<file path="config.mk">
export PLATFORM = sky130hd
export DESIGN_NAME = power_switch_sequencer
export DESIGN_NICKNAME = d
export VERILOG_FILES = /design/src/rtl/power_switch_sequencer.sv
export SDC_FILE = /design/constraint.sdc
export NUM_CORES = 1
export LEC_CHECK = 0
export CAP_MARGIN = 20
export CORE_MARGIN = 8
export CORE_UTILIZATION = 53
export DETAILED_ROUTE_END_ITERATION = 10
export GPL_ROUTABILITY_DRIVEN = 0
export PLACE_DENSITY = 0.77
export RECOVER_POWER = 25
export SLEW_MARGIN = 40
export SYNTH_ARGS = -nofsm -noshare
export SYNTH_HDL_FRONTEND = slang
export SYNTH_SLANG_ARGS = --single-unit
</file>
<file path="constraint.sdc">
create_clock -name clk -period 2.2 [get_ports clk]
set_input_delay 0.22 -clock clk [delete_from_list [all_inputs] [get_ports clk]]
set_output_delay 0.22 -clock clk [all_outputs]
set_load 0.005 [all_outputs]
</file>
<file path="src/rtl/power_switch_sequencer.sv">
// Power-switch sequencer for one switchable domain: orders switch, clock, reset
// and isolation on the way up and down, and traps pwr_good timeouts in FAULT.
module power_switch_sequencer #(
   parameter int unsigned TIMEOUT    = 64,
   parameter int unsigned CLK_SETTLE = 4,
   parameter int unsigned RST_HOLD   = 4
) (
   input  logic clk,
   input  logic rst_n,
   input  logic pwr_req,
   input  logic pwr_good,
   input  logic fault_clr,
   output logic switch_en,
   output logic iso_en,
   output logic clk_en,
   output logic dom_rst_n,
   output logic pwr_on,
   output logic busy,
   output logic seq_done,
   output logic fault
);

   localparam int unsigned CNT_W = 8;

   // Counter values on the last cycle of each timed phase
   localparam logic [CNT_W-1:0] TIMEOUT_LAST = CNT_W'(TIMEOUT - 1);
   localparam logic [CNT_W-1:0] SETTLE_LAST  = CNT_W'(CLK_SETTLE - 1);
   localparam logic [CNT_W-1:0] HOLD_LAST    = CNT_W'(RST_HOLD - 1);

   typedef enum logic [3:0] {
      ST_OFF,
      ST_PWR_UP,
      ST_CLK_UP,
      ST_RST_REL,
      ST_ON,
      ST_ISO_SET,
      ST_RST_SET,
      ST_PWR_DN,
      ST_FAULT
   } state_t;

   state_t           state;
   state_t           nxt;
   logic [CNT_W-1:0] cnt;

   // Transition rules; a lost pwr_good while the domain is powered wins over progress
   function automatic state_t next_state(
      input state_t           cur,
      input logic [CNT_W-1:0] c,
      input logic             req,
      input logic             good,
      input logic             clr
   );
      next_state = cur;
      case (cur)
         ST_OFF: begin
            if (req) next_state = ST_PWR_UP;
         end
         ST_PWR_UP: begin
            if (good)                   next_state = ST_CLK_UP;
            else if (c == TIMEOUT_LAST) next_state = ST_FAULT;
         end
         ST_CLK_UP: begin
            if (!good)                  next_state = ST_FAULT;
            else if (c == SETTLE_LAST)  next_state = ST_RST_REL;
         end
         ST_RST_REL: begin
            if (!good)                  next_state = ST_FAULT;
            else if (c == HOLD_LAST)    next_state = ST_ON;
         end
         ST_ON: begin
            if (!good)                  next_state = ST_FAULT;
            else if (!req)              next_state = ST_ISO_SET;
         end
         ST_ISO_SET: begin
            next_state = ST_RST_SET;
         end
         ST_RST_SET: begin
            if (c == HOLD_LAST)         next_state = ST_PWR_DN;
         end
         ST_PWR_DN: begin
            if (!good)                  next_state = ST_OFF;
            else if (c == TIMEOUT_LAST) next_state = ST_FAULT;
         end
         ST_FAULT: begin
            if (clr)                    next_state = ST_OFF;
         end
         default: begin
            next_state = ST_OFF;
         end
      endcase
   endfunction

   assign nxt = next_state(state, cnt, pwr_req, pwr_good, fault_clr);

   // State, phase counter and all outputs update together from the next state
   always_ff @(posedge clk) begin
      if (!rst_n) begin
         state     <= ST_OFF;
         cnt       <= '0;
         switch_en <= 1'b0;
         iso_en    <= 1'b1;
         clk_en    <= 1'b0;
         dom_rst_n <= 1'b0;
         pwr_on    <= 1'b0;
         busy      <= 1'b0;
         seq_done  <= 1'b0;
         fault     <= 1'b0;
      end else begin
         state    <= nxt;
         cnt      <= (nxt == state) ? cnt + CNT_W'(1) : '0;
         pwr_on   <= (nxt == ST_ON);
         fault    <= (nxt == ST_FAULT);
         busy     <= (nxt != ST_OFF) && (nxt != ST_ON) && (nxt != ST_FAULT);
         seq_done <= ((state == ST_RST_REL) && (nxt == ST_ON)) ||
                     ((state == ST_PWR_DN)  && (nxt == ST_OFF));
         case (nxt)
            ST_PWR_UP: begin
               switch_en <= 1'b1; iso_en <= 1'b1; clk_en <= 1'b0; dom_rst_n <= 1'b0;
            end
            ST_CLK_UP, ST_RST_SET: begin
               switch_en <= 1'b1; iso_en <= 1'b1; clk_en <= 1'b1; dom_rst_n <= 1'b0;
            end
            ST_RST_REL, ST_ISO_SET: begin
               switch_en <= 1'b1; iso_en <= 1'b1; clk_en <= 1'b1; dom_rst_n <= 1'b1;
            end
            ST_ON: begin
               switch_en <= 1'b1; iso_en <= 1'b0; clk_en <= 1'b1; dom_rst_n <= 1'b1;
            end
            default: begin
               switch_en <= 1'b0; iso_en <= 1'b1; clk_en <= 1'b0; dom_rst_n <= 1'b0;
            end
         endcase
      end
   end

endmodule

</file>
==> impl_metrics.env <==
export IMPL_outcome="finished clean"
export IMPL_clk_pin_slew_ns=0.11
export IMPL_swShare_pct=21.7
export IMPL_synthMostInstantiatedCell="dfxtp_1"
export IMPL_path_max_fanout=5
export IMPL_netlist_top_cells_area="dfxtp_1, and2_1, nor2_1, xor2_1, nand3_1"
export IMPL_cts_resized=0
export IMPL_slew_headroom_pct=69.5
export IMPL_die_area_sq_um=3560
export IMPL_viasPerCell=5.56
export IMPL_power_leakage_nw=0.486
export IMPL_powerDensity_nw_per_um2=635
export IMPL_htreeDepth=1
export IMPL_diodes=0
export IMPL_die_h_um=59.7
export IMPL_ctsHoldBuffers=0
export IMPL_final_nets=138
export IMPL_largest_register="cnt"
export IMPL_r2r_end="switch_en$_SDFF_PN0_"
export IMPL_drc=0
export IMPL_synth_distinct_cells=41
export IMPL_synth_avg_cell_area_sq_um=8.64
export IMPL_ys_seq_area_share_pct=39.6
export IMPL_setup_tns_ns=0
export IMPL_path_class="reg2reg"
export IMPL_cts_max_path_buffers=2
export IMPL_multi_input_area_sq_um=569
export IMPL_largest_reg_flops=8
export IMPL_yosysTopAreaCell="dfxtp_1"
export IMPL_max_cap_violations=0
export IMPL_pre_cts_ws_ns=0.196
export IMPL_maxSlewViolCount=0
export IMPL_post_dp_hpwl_um=1530
export IMPL_clkSinkCount=20
export IMPL_path_buf_inv=0
export IMPL_grt_pass1_wl_um=3580
export IMPL_pwr_share_comb_pct=11.7
export IMPL_synth_cells=117
export IMPL_initial_core_util_pct=57.3
export IMPL_critPathLaunch="cnt[0]$_SDFF_PN0_"
export IMPL_worst_path_stages=7
export IMPL_n_fill_cell=156
export IMPL_ys_flop_type="dfxtp_1"
export IMPL_pwr_share_seq_pct=50.0
export IMPL_vias=867
export IMPL_cts_made_buffers=3
export IMPL_drt_wirelength_per_cell_um=13.3
export IMPL_antenna_left=0
export IMPL_grt_total_usage_pct=13.0
export IMPL_drtIter0Drc=27
export IMPL_io_pins=13
export IMPL_grt_pass1_vias=808
export IMPL_io_buffers=12
export IMPL_switchingPower_mw=0.166
export IMPL_cellInternalPower_mw=0.601
export IMPL_synthToLayoutAreaGrowth_pct=19.4
export IMPL_drive_above_1_share_pct=11.5
export IMPL_fmax_mhz=499
export IMPL_finalWorstSetupSlack_ns=0.195
export IMPL_design_core_area_sq_um=1760
export IMPL_num_rows=15
export IMPL_setup_viol_count_final=0
export IMPL_cpPeakStageDelay_ns=0.42
export IMPL_grt_overflow=0
export IMPL_synth_edf_count=0
export IMPL_syn_area_sq_um=1010
export IMPL_reg_top3="cnt: 8 flops, state: 4 flops"
export IMPL_tightest_slew_ns=0.451
export IMPL_p_clk_share_pct=38.3
export IMPL_async_flop_share_pct=0
export IMPL_antenna_found_initial=0
export IMPL_firstDrtPassIters=4
export IMPL_fin_crit_sh_pct=91.1
export IMPL_fin_skew_ns=0.00308
export IMPL_synth_nets=123
export IMPL_layout_area_seq_sq_um=400
export IMPL_start_kind="flop"
export IMPL_cpLargestDelayFamily="compound AO/OA/AOI/OAI gates"
export IMPL_hold_path_class="reg2reg"
export IMPL_die_w_um=59.7
export IMPL_reg2reg_slack_ns=0.20
export IMPL_synth_top_cell_area_share_pct=39.6
export IMPL_p_total_mw=0.767
export IMPL_r2r_cells=7
export IMPL_hold_viol_final=0
export IMPL_ys_warn_count=0
export IMPL_routed_wl_um=2070
export IMPL_crit_slowest_cell="dfxtp_1"
export IMPL_worst_skew_pair_late_latency_ns=0.30
export IMPL_end_kind="flop"
export IMPL_cts_tree="built"
export IMPL_grt_setup_unrepaired="no"
export IMPL_clockRootBuffer="clkbuf_4"
export IMPL_critPathRequiredTime_ns=2.40
export IMPL_grt_max_degree=14
export IMPL_whs_path_depth=1
export IMPL_ys_ff_latch=20
export IMPL_synth_common_cells="dfxtp_1, nor2_1, nand2_1"
export IMPL_timing_critical_path_to="switch_en$_SDFF_PN0_"
export IMPL_worst_ir_drop_vdd_mv=0.694
export IMPL_timing_final_crit_period_ns=2.00
export IMPL_cp_data_arrival_time_ns=2.21
export IMPL_reg2reg_from="cnt[0]$_SDFF_PN0_"
export IMPL_crit_chain="ha_1, nor3b_4, nand2_1, a221oi_2, o21a_2, a21oi_1, o31a_1"
export IMPL_cts_setup_buffers=0
## power groups by stage
stage	sequential, mW	clock [mW]	combinational (mW)
after CTS	0.384	0.305	0.0916
after global placement	0.391	0	0.0903
after floorplan	0.391	0	0.0583
final	0.384	0.294	0.0897
after global routing	0.386	0.317	0.102
after detailed placement	0.392	0	0.0910
## placed cells by master (no fill, tap or decap), types with 2 or more instances in the layout
| master | n |
|---|---|
| a21oi_1 | 4 |
| and2_1 | 8 |
| and3_1 | 2 |
| buf_4 | 3 |
| clkbuf_4 | 3 |
| clkdlybuf4s50_1 | 5 |
| dfxtp_1 | 20 |
| dlygate4sd3_1 | 7 |
| inv_1 | 3 |
| nand2_1 | 9 |
| nand3_1 | 8 |
| nand4_1 | 2 |
| nor2_1 | 13 |
| nor2b_1 | 4 |
| nor3_1 | 4 |
| o21ai_0 | 3 |
| o31a_1 | 2 |
| or3_1 | 2 |
| xor2_1 | 5 |
## cells by family after synthesis
| group | synth area share [%] |
|---|---|
| flops | 39.6 |
| buf+inv | 4.08 |
| compound gates | 14.1 |
| fa+ha+maj | 1.24 |
| mux | 0.990 |
| xor+xnor | 5.20 |
| simple gates | 34.8 |
## final cells by class
cell class | count | area share (%)
inverter | 3 | 0.933
multi-input combinational | 89 | 47.2
timing repair buffer | 15 | 11.8
clock inverter | 1 | 2.49
sequential | 20 | 33.2
tap | 25 | 2.59
clock buffer | 3 | 1.87
## worst min-delay path by stage
stage / start / end / slack, ns
2_1_floorplan: cnt[0]$_SDFF_PN0_ / cnt[0]$_SDFF_PN0_ / 0.44
3_3_place_gp: cnt[0]$_SDFF_PN0_ / cnt[0]$_SDFF_PN0_ / 0.45
3_5_place_dp: cnt[0]$_SDFF_PN0_ / cnt[0]$_SDFF_PN0_ / 0.50
4_1_cts: cnt[0]$_SDFF_PN0_ / cnt[0]$_SDFF_PN0_ / 0.53
5_1_grt: cnt[0]$_SDFF_PN0_ / cnt[0]$_SDFF_PN0_ / 0.58
6_report: cnt[0]$_SDFF_PN0_ / cnt[0]$_SDFF_PN0_ / 0.53
## per-stage QoR
step | instance area, sq um | utilization (%) | hold slack (ns) | std cells
after floorplan | 1010 | - | 0.442 | 117
final | 1210 | 68.4 | 0.535 | 156
after global routing | 1210 | 68.4 | 0.576 | 156
after global placement | 1150 | 65.5 | 0.453 | 152
after CTS | 1210 | 68.4 | 0.533 | 156
after detailed placement | 1150 | 65.5 | 0.505 | 152
## metal layers
layer  global-route usage (%)  part of all wire [%]
met3                     3.43                   5.9
met4                     6.12                   1.3
met1                     15.4                    46
met2                     21.1                    47
met5                        0                     0
(Power assumes the default switching activity.)
